[config.mk]
export PLATFORM = sky130hd
export DESIGN_NAME = layer_sequencer
export DESIGN_NICKNAME = d
export VERILOG_FILES = /design/src/rtl/layer_sequencer.sv
export SDC_FILE = /design/constraint.sdc
export NUM_CORES = 1
export LEC_CHECK = 0
export ABC_CLOCK_PERIOD_IN_PS = 1840
export CORE_UTILIZATION = 25
export CTS_CLUSTER_DIAMETER = 60
export DETAILED_ROUTE_END_ITERATION = 12
export SETUP_SLACK_MARGIN = 0.3
export SYNTH_ARGS = -nofsm -noshare
export SYNTH_HDL_FRONTEND = slang
export SYNTH_SLANG_ARGS = --single-unit
[constraint.sdc]
create_clock -name clk -period 1.84 [get_ports clk]
set_input_delay 0.46 -clock clk [delete_from_list [all_inputs] [get_ports clk]]
set_output_delay 0.46 -clock clk [all_outputs]
set_load 0.02 [all_outputs]
[src/rtl/layer_sequencer.sv]
// Layer scheduler for the CNN accelerator: waits for the initial data, then walks the
// conv/pool/fc layer table one start/ready handshake at a time. Optional watchdog: LAYER_TIMEOUT_EN.
module layer_sequencer #(
    parameter int LAYER_NUM_WIDTH = 3,
    parameter int NUM_LAYERS      = 5
`ifdef LAYER_TIMEOUT_EN
    ,
    parameter int TIMEOUT_WIDTH   = 20
`endif
) (
    input  logic                       clk,
    input  logic                       rst,
    input  logic                       transmission_start,
    input  logic                       init_fm_data_done,
    input  logic                       weight_data_done,
    input  logic                       layer_ready,
    output logic                       init,
    output logic                       layer_start,
    output logic [LAYER_NUM_WIDTH-1:0] layer_num,
    output logic [1:0]                 layer_type,
    output logic [1:0]                 pre_layer_type,
    output logic                       busy,
    output logic                       net_done,
    output logic                       timeout_err
);

    typedef enum logic [2:0] {
        S_IDLE      = 3'd0,
        S_WAIT_DATA = 3'd1,
        S_LOAD      = 3'd2,
        S_START     = 3'd3,
        S_RUN       = 3'd4
    } state_t;

    localparam logic [LAYER_NUM_WIDTH-1:0] LAST_LAYER = LAYER_NUM_WIDTH'(NUM_LAYERS - 1);

    // Network layer table: 0 prepare, 1 conv, 2 pool, 3 fc.
    function automatic logic [1:0] type_of(input logic [LAYER_NUM_WIDTH-1:0] n);
        logic [1:0] t;
        case (n)
            LAYER_NUM_WIDTH'(1): t = 2'd1;
            LAYER_NUM_WIDTH'(2): t = 2'd1;
            LAYER_NUM_WIDTH'(3): t = 2'd2;
            LAYER_NUM_WIDTH'(4): t = 2'd3;
            default:             t = 2'd0;
        endcase
        return t;
    endfunction

    state_t                     state_q, state_d;
    logic                       trans_start_q, trans_start_d;
    logic                       init_q, init_d;
    logic                       layer_start_q, layer_start_d;
    logic                       net_done_q, net_done_d;
    logic                       busy_q, busy_d;
    logic [LAYER_NUM_WIDTH-1:0] layer_num_q, layer_num_d;
    logic [1:0]                 layer_type_q, layer_type_d;
    logic [1:0]                 pre_type_q, pre_type_d;
    logic                       trigger_s;

`ifdef LAYER_TIMEOUT_EN
    localparam logic [TIMEOUT_WIDTH-1:0] TMO_LAST = {{(TIMEOUT_WIDTH-1){1'b1}}, 1'b0};
    logic [TIMEOUT_WIDTH-1:0] tmo_cnt_q, tmo_cnt_d;
    logic                     timeout_err_q, timeout_err_d;
`endif

    assign trigger_s = transmission_start & ~trans_start_q;

    // Next-state and next-output computation for the sequencer.
    always_comb begin
        state_d       = state_q;
        trans_start_d = transmission_start;
        init_d        = 1'b0;
        layer_start_d = 1'b0;
        net_done_d    = 1'b0;
        busy_d        = busy_q;
        layer_num_d   = layer_num_q;
        layer_type_d  = type_of(layer_num_q);
        pre_type_d    = pre_type_q;
`ifdef LAYER_TIMEOUT_EN
        tmo_cnt_d     = tmo_cnt_q;
        timeout_err_d = timeout_err_q;
`endif
        case (state_q)
            S_IDLE: begin
                if (trigger_s) begin
                    init_d       = 1'b1;
                    busy_d       = 1'b1;
                    layer_num_d  = {LAYER_NUM_WIDTH{1'b0}};
                    layer_type_d = 2'd0;
                    pre_type_d   = 2'd0;
                    state_d      = S_WAIT_DATA;
                end else begin
                    state_d = S_IDLE;
                end
            end
            S_WAIT_DATA: begin
                if (init_fm_data_done && weight_data_done) begin
                    pre_type_d  = 2'd0;
                    layer_num_d = LAYER_NUM_WIDTH'(1);
                    state_d     = S_LOAD;
                end else begin
                    state_d = S_WAIT_DATA;
                end
            end
            // layer_type settles on this edge, so the start pulse lands with valid parameters.
            S_LOAD: begin
                layer_start_d = 1'b1;
                state_d       = S_START;
            end
            S_START: begin
                state_d = S_RUN;
            end
            S_RUN: begin
                if (layer_ready) begin
                    pre_type_d = layer_type_q;
                    if (layer_num_q == LAST_LAYER) begin
                        net_done_d = 1'b1;
                        busy_d     = 1'b0;
                        state_d    = S_IDLE;
                    end else begin
                        layer_num_d = layer_num_q + LAYER_NUM_WIDTH'(1);
                        state_d     = S_LOAD;
                    end
                end else begin
                    state_d = S_RUN;
                end
            end
            default: begin
                busy_d  = 1'b0;
                state_d = S_IDLE;
            end
        endcase
`ifdef LAYER_TIMEOUT_EN
        // Counter runs only while staying in a wait state; any transition restarts it from zero.
        if ((state_q == S_WAIT_DATA || state_q == S_RUN) && state_d == state_q) begin
            if (tmo_cnt_q == TMO_LAST) begin
                timeout_err_d = 1'b1;
                busy_d        = 1'b0;
                state_d       = S_IDLE;
                tmo_cnt_d     = {TIMEOUT_WIDTH{1'b0}};
            end else begin
                tmo_cnt_d = tmo_cnt_q + TIMEOUT_WIDTH'(1);
            end
        end else begin
            tmo_cnt_d = {TIMEOUT_WIDTH{1'b0}};
        end
`endif
    end

    // State and registered-output flops.
    always_ff @(posedge clk or posedge rst) begin
        if (rst) begin
            state_q       <= S_IDLE;
            trans_start_q <= 1'b0;
            init_q        <= 1'b0;
            layer_start_q <= 1'b0;
            net_done_q    <= 1'b0;
            busy_q        <= 1'b0;
            layer_num_q   <= {LAYER_NUM_WIDTH{1'b0}};
            layer_type_q  <= 2'd0;
            pre_type_q    <= 2'd0;
`ifdef LAYER_TIMEOUT_EN
            tmo_cnt_q     <= {TIMEOUT_WIDTH{1'b0}};
            timeout_err_q <= 1'b0;
`endif
        end else begin
            state_q       <= state_d;
            trans_start_q <= trans_start_d;
            init_q        <= init_d;
            layer_start_q <= layer_start_d;
            net_done_q    <= net_done_d;
            busy_q        <= busy_d;
            layer_num_q   <= layer_num_d;
            layer_type_q  <= layer_type_d;
            pre_type_q    <= pre_type_d;
`ifdef LAYER_TIMEOUT_EN
            tmo_cnt_q     <= tmo_cnt_d;
            timeout_err_q <= timeout_err_d;
`endif
        end
    end

    assign init           = init_q;
    assign layer_start    = layer_start_q;
    assign net_done       = net_done_q;
    assign busy           = busy_q;
    assign layer_num      = layer_num_q;
    assign layer_type     = layer_type_q;
    assign pre_layer_type = pre_type_q;
`ifdef LAYER_TIMEOUT_EN
    assign timeout_err    = timeout_err_q;
`else
    assign timeout_err    = 1'b0;
`endif

endmodule
==> results.cfg, run 1 <==
[synth]
yosys_register_bits = 15
syn_inst = 74
yosysTopAreaCellShare = 0.503
yosysTopAreaCell = dfrtp_1
yosys_warnings = 0
syn_nets = 84
yosysSeqAreaShare = 0.503
synth_area_um2 = 746
avgSynthCellArea_um2 = 10.1
synthDistinctLibCells = 27
synth_area_leaders = dfrtp_1 (50%), ha_1 (6.7%), a21oi_1 (4.7%)

[outcome]
status = completed

[cts]
cts_tree = built
cts_setup_buffers = 0
cts.sinks = 15
cts.clk_slew.worst_paths_ps = 90
root_buffer = clkbuf_4
htree_levels = 1
cts_hold_buf = 0
clockBufferDepth = 2
cts_buffers = 3
clk_latency_ps = 290

[global_routing]
grt_first_pass_wirelength_mm = 2.73
grt-ovfl-total = 0
grt_pass1_vias = 602
grt_max_degree = 16
track_usage = 0.114
antenna_found_initial = 0

[critical_path]
rrSetupSlack_ps = 210
crit_path_top_delay_cell = or3b_4
crit_family = simple AND/OR/NAND/NOR gates
r2r_cells = 4
crit_path_end_kind = flop
crit_path_max_incr_delay_ps = 420
critPathKind = reg2reg
cp-start-kind = flop
worstPathCellList = or3b_4 > a221oi_4 > o21ai_2 > mux2_4
critPathBufInv = 0
arrival_ps = 1810
reg2reg_to = layer_num[0]
worstReg2RegStart = state_q[2]
cp.depth = 4
required_ps = 2020
worst-path-max-fanout = 2

[job]
maxCapViolCount = 0

[hold_path]
min_to = busy
min_path_type = reg2reg
min_path_cells = 1
min_from = busy

[pwr]
ir_drop_mv = 0.744
p_leak_nw = 0.480
powerDensity_nw_per_um2 = 1340

[floorplanning]
core_area_um2 = 2780
initial_utilization = 0.268
chipHeight_um = 56.6
die_area_um2 = 3210
die_width_um = 56.6
rows = 19
ios = 18

[detailed_routing]
wl_mm = 1.49
drtIter0Drc = 10
vias = 600
ant_nets = 0
first_pass_iters = 4
via_per_inst = 4.69
wire_per_inst_um = 11.7
drc = 0

[placed_design]
gp_congestion = 0.813
port_buffers = 16
dp_hpwl_mm = 1.11
dp_cells = 124

[cells_and_area]
final_cell_mix = dfrtp_1 (15), dlygate4sd2_1 (9), nand2_1 (7), inv_1 (7)
drive_above_1_share = 0.186
num-nets-final = 108
fill_cells = 277
antenna_cells = 0
final_common_cell = dfrtp_1
postLayoutCoreUtil = 0.357
stdcell_count = 128
syn_to_final_growth_pct = 33.2

[timing]
finalClockSkew_ps = 7.10
hold_viol = 0
hold-worst-slack_ps = 478
rsz0062_at_grt = true
timing.slew.headroom = 0.629
timing.fmax_ghz = 0.613
fin_crit_sh = 0.886
worst_pin_slew_ps = 556
period_needed_ps = 1630
drv_slew = 0
setup_viol = 0
## worst register-to-register path, cell delays in order, from the launching register on
cell      delay, ps
dfrtp_1         390
or3b_4          420
a221oi_4        310
o21ai_2         110
mux2_4          300
## cells by family (layout without fill, tap and decap cells)
kind of cell	Yosys count	count (layout)	synth area share
flip-flops	15	15	0.503
multiplexers	1	1	0.0201
buffers and inverters	10	33	0.0587
other	1	1	0.00503
AO/OA/AOI/OAI	20	20	0.191
adder cells (fa/ha/maj)	4	4	0.0671
AND/OR/NAND/NOR	23	23	0.154
## how the worst max path moves through the flow
stage | from | slack (ps) | endpoint
floorplan | transmission_start | 90 | layer_num[0]
global placement | transmission_start | -310 | layer_num[0]
detailed placement | transmission_start | -330 | layer_num[0]
CTS | trans_start_q | 200 | layer_num[0]
global route | state_q[2] | 160 | layer_num[0]
finish | state_q[2] | 210 | layer_num[0]
## final cells by class
| cell class | instances | area (um2) | share of cell area |
|---|---|---|---|
| well taps | 31 | 38.8 | 0.0390 |
| clock buffers | 3 | 22.5 | 0.0227 |
| flip-flops and latches | 15 | 375 | 0.378 |
| multi-input cells | 49 | 330 | 0.332 |
| repair buffers | 22 | 195 | 0.196 |
| clock inverters | 1 | 5.00 | 0.00504 |
| inverters | 7 | 26.3 | 0.0264 |
## registers in the layout (all words and copies together) (netlist names)
register	count
busy	1
init	1
layer_num	3
layer_start	1
layer_type	2
net_done	1
pre_layer_type	2
state_q	3
trans_start_q	1
## synthesized netlist by cell type
library cell  number
a211oi_1           1
a21o_1             1
a21oi_1            7
a221oi_4           1
a22o_1             1
buf_2              2
buf_4              1
conb_1             1
dfrtp_1           15
ha_1               4
inv_1              7
mux2_4             1
nand2_1            7
nand2b_1           2
nand3_1            2
nand3b_1           1
nand4_1            2
nor2_1             6
nor3_1             1
nor3b_1            1
o211ai_1           1
o21a_1             1
o21ai_0            4
o21ai_2            1
o21bai_1           1
o22ai_1            1
or3b_4             1
## metal layers
layer	vias up	wire (um)	global-route usage	share of wire
met5	-	0	0	0
met4	0	46	0.0732	0.031
met3	4	72	0.0230	0.048
met2	19	704	0.175	0.47
met1	281	671	0.144	0.45
li1	296	-	-	-
## repair_timing
action                     4_1_cts  5_1_grt
setup endpoints to repair       18        8
pin swaps                        3        6
gates cloned                     0        0
gates resized for setup         17        5
## metrics by stage
step           setup slack [ps]  TNS, ps  power (mW)  cell area (um2)
2_1_floorplan              89.2        0       0.928              746
3_3_place_gp               -307    -1220        1.16              972
3_5_place_dp               -330    -1410        1.17              972
4_1_cts                     200        0        1.34              993
5_1_grt                     163        0        1.44              993
6_report                    209        0        1.33              993
## power by group
group / switching, mW / internal [mW] / total (mW)
sequential: 0.104 / 0.414 / 0.519
combinational: 0.333 / 0.285 / 0.619
clock: 0.109 / 0.0808 / 0.190
total: 0.547 / 0.780 / 1.33
No activity file was read; power rests on OpenSTA's default activity.
==> inputs of run 2 (changes only) <==
Settings changed: PLACE_DENSITY set to 0.54, TNS_END_PERCENT set to 100.
==> run 2 against run 1 <==
Against the previous run:
- clock power barely moved
- count of clock-buffer cells in the layout rose by 1
- combinational power rose by 2%
- die area did not move
- worst hold slack got worse by 67 ps
- clock skew fell by 3.2 ps
- fmax fell by 0.41%
- first-iteration DRC count fell by 50%
- power rose by 0.69%
- utilization fell by 0.31 points
- via count fell by 1.0%
- wire length fell by 0.87%
==> results.cfg, run 2 (same netlist as run 1, synthesis figures left out) <==
[global_routing]
grt_max_degree = 16
grt_first_pass_wirelength_mm = 2.57
grt_use_met1 = 0.136
grtUsageMet3 = 0.0276
met2_usage = 0.170
track_usage = 0.108
grt_pass1_vias = 598
grt-ovfl-total = 0
grt_busiest_layer = met2
antenna_found_initial = 0

[critical_path]
worstReg2RegStart = state_q[2]
reg2reg_to = layer_num[0]
r2r_cells = 4
worstPathCellList = or3b_4 > a221oi_4 > o21ai_2 > mux2_4
crit_start = state_q[2]
crit_path_end_kind = flop
rrSetupSlack_ps = 200
required_ps = 2010
endpoint = layer_num[0]
worst-path-max-fanout = 2
crit_family = compound AO/OA/AOI/OAI gates
crit_path_top_delay_cell = or3b_4
cp-start-kind = flop
crit_path_max_incr_delay_ps = 410
cp.depth = 4
critPathBufInv = 0
critPathKind = reg2reg
arrival_ps = 1810

[cts]
cts_tree = built
cts.sinks = 15
cts_buffers = 3
cts_setup_buffers = 0
clk_latency_ps = 280
htree_levels = 1
root_buffer = clkbuf_4
cts.clk_slew.worst_paths_ps = 90
clockBufferDepth = 2
cts_hold_buf = 0

[pwr]
ir_drop_mv = 0.724
p_leak_nw = 0.473
powerDensity_nw_per_um2 = 1360
p_total_mw = 1.34

[cells_and_area]
final_area_um2 = 985
final_cell_mix = dfrtp_1 (15), dlygate4sd2_1 (8), nand2_1 (7), inv_1 (7)
antenna_cells = 0
final_common_cell = dfrtp_1
syn_to_final_growth_pct = 32.0
postLayoutCoreUtil = 0.354
num-nets-final = 107
drive_above_1_share = 0.156

[detailed_routing]
vias = 594
ant_nets = 0
wl_mm = 1.48
drc = 0
first_pass_iters = 2
wire_per_inst_um = 11.7
drtIter0Drc = 5
via_per_inst = 4.68

[job]
maxCapViolCount = 0

[placed_design]
placed_cell_area_um2 = 965
gp_congestion = 0.753
dp_hpwl_mm = 1.08
port_buffers = 16

[timing]
setup_viol = 0
fin_crit_sh = 0.890
period_needed_ps = 1640
drv_slew = 0
rsz0062_at_grt = true
timing.fmax_ghz = 0.611
timing.slew.headroom = 0.618
hold-worst-slack_ps = 410
finalClockSkew_ps = 3.91
worst_pin_slew_ps = 572
hold_viol = 0

[floorplanning]
ios = 18
chipHeight_um = 56.6
core_area_um2 = 2780
die_area_um2 = 3210
die_width_um = 56.6
rows = 19
initial_utilization = 0.268

[hold_path]
min_path_type = in2reg

[outcome]
status = completed
[run 2: changes by cell type in the layout (fill, tap and decap cells not counted), sizes merged]
cell / previous run / this run
buf: 6 / 5
clkdlybuf4s15: 2 / 3
clkinv: 1 / 0
dlygate4sd2: 9 / 8
clkbuf: 4 / 5
[run 2: what timing repair did]
action / 4_1_cts / 5_1_grt
pin swaps: 3 / 6
gates resized for setup: 18 / 4
endpoints found under the setup margin: 19 / 9
cloned: 0 / 0
[run 2: per-stage QoR]
step / std cells / setup TNS, ps / setup slack (ps)
5_1_grt: 127 / 0 / 158
4_1_cts: 127 / 0 / 185
6_report: 127 / 0 / 202
3_3_place_gp: 123 / -1390 / -331
3_5_place_dp: 123 / -1490 / -353
2_1_floorplan: 74 / 0 / 89.2
[run 2: worst min-delay path by stage]
stage / from / slack [ps] / end / depth (start not counted)
after floorplan: rst / 360 / busy / 1
after global placement: busy / 470 / busy / 1
after detailed placement: busy / 470 / busy / 1
after CTS: transmission_start / 410 / trans_start_q / 1
after global routing: transmission_start / 410 / trans_start_q / 1
final: transmission_start / 410 / trans_start_q / 1
[run 2: cell type report]
cell class,instances,area (um2)
clock buffers,4,26.3
inverters,7,26.3
multi-input cells,49,330
well taps,31,38.8
fillers,293,1800
repair buffers,21,188
flip-flops and latches,15,375
[run 2: report_power, final]
part / total (mW) / leakage (nW) / switching (mW) / internal, mW
sequential: 0.519 / 0.198 / 0.104 / 0.414
combinational: 0.630 / 0.260 / 0.342 / 0.288
clock: 0.188 / 0.0150 / 0.104 / 0.0841
[run 2: routing by layer]
| layer | wire [um] | vias up |
|---|---|---|
| met3 | 65 | 2 |
| met1 | 717 | 280 |
| met5 | 0 | - |
| met2 | 687 | 13 |
| met4 | 10 | 0 |
| li1 | - | 299 |
[run 2: worst reg2reg max path: stages (launching register included)]
cell and delay [ps]:
dfrtp_1 390, or3b_4 410, a221oi_4 310, o21ai_2 110
mux2_4 300
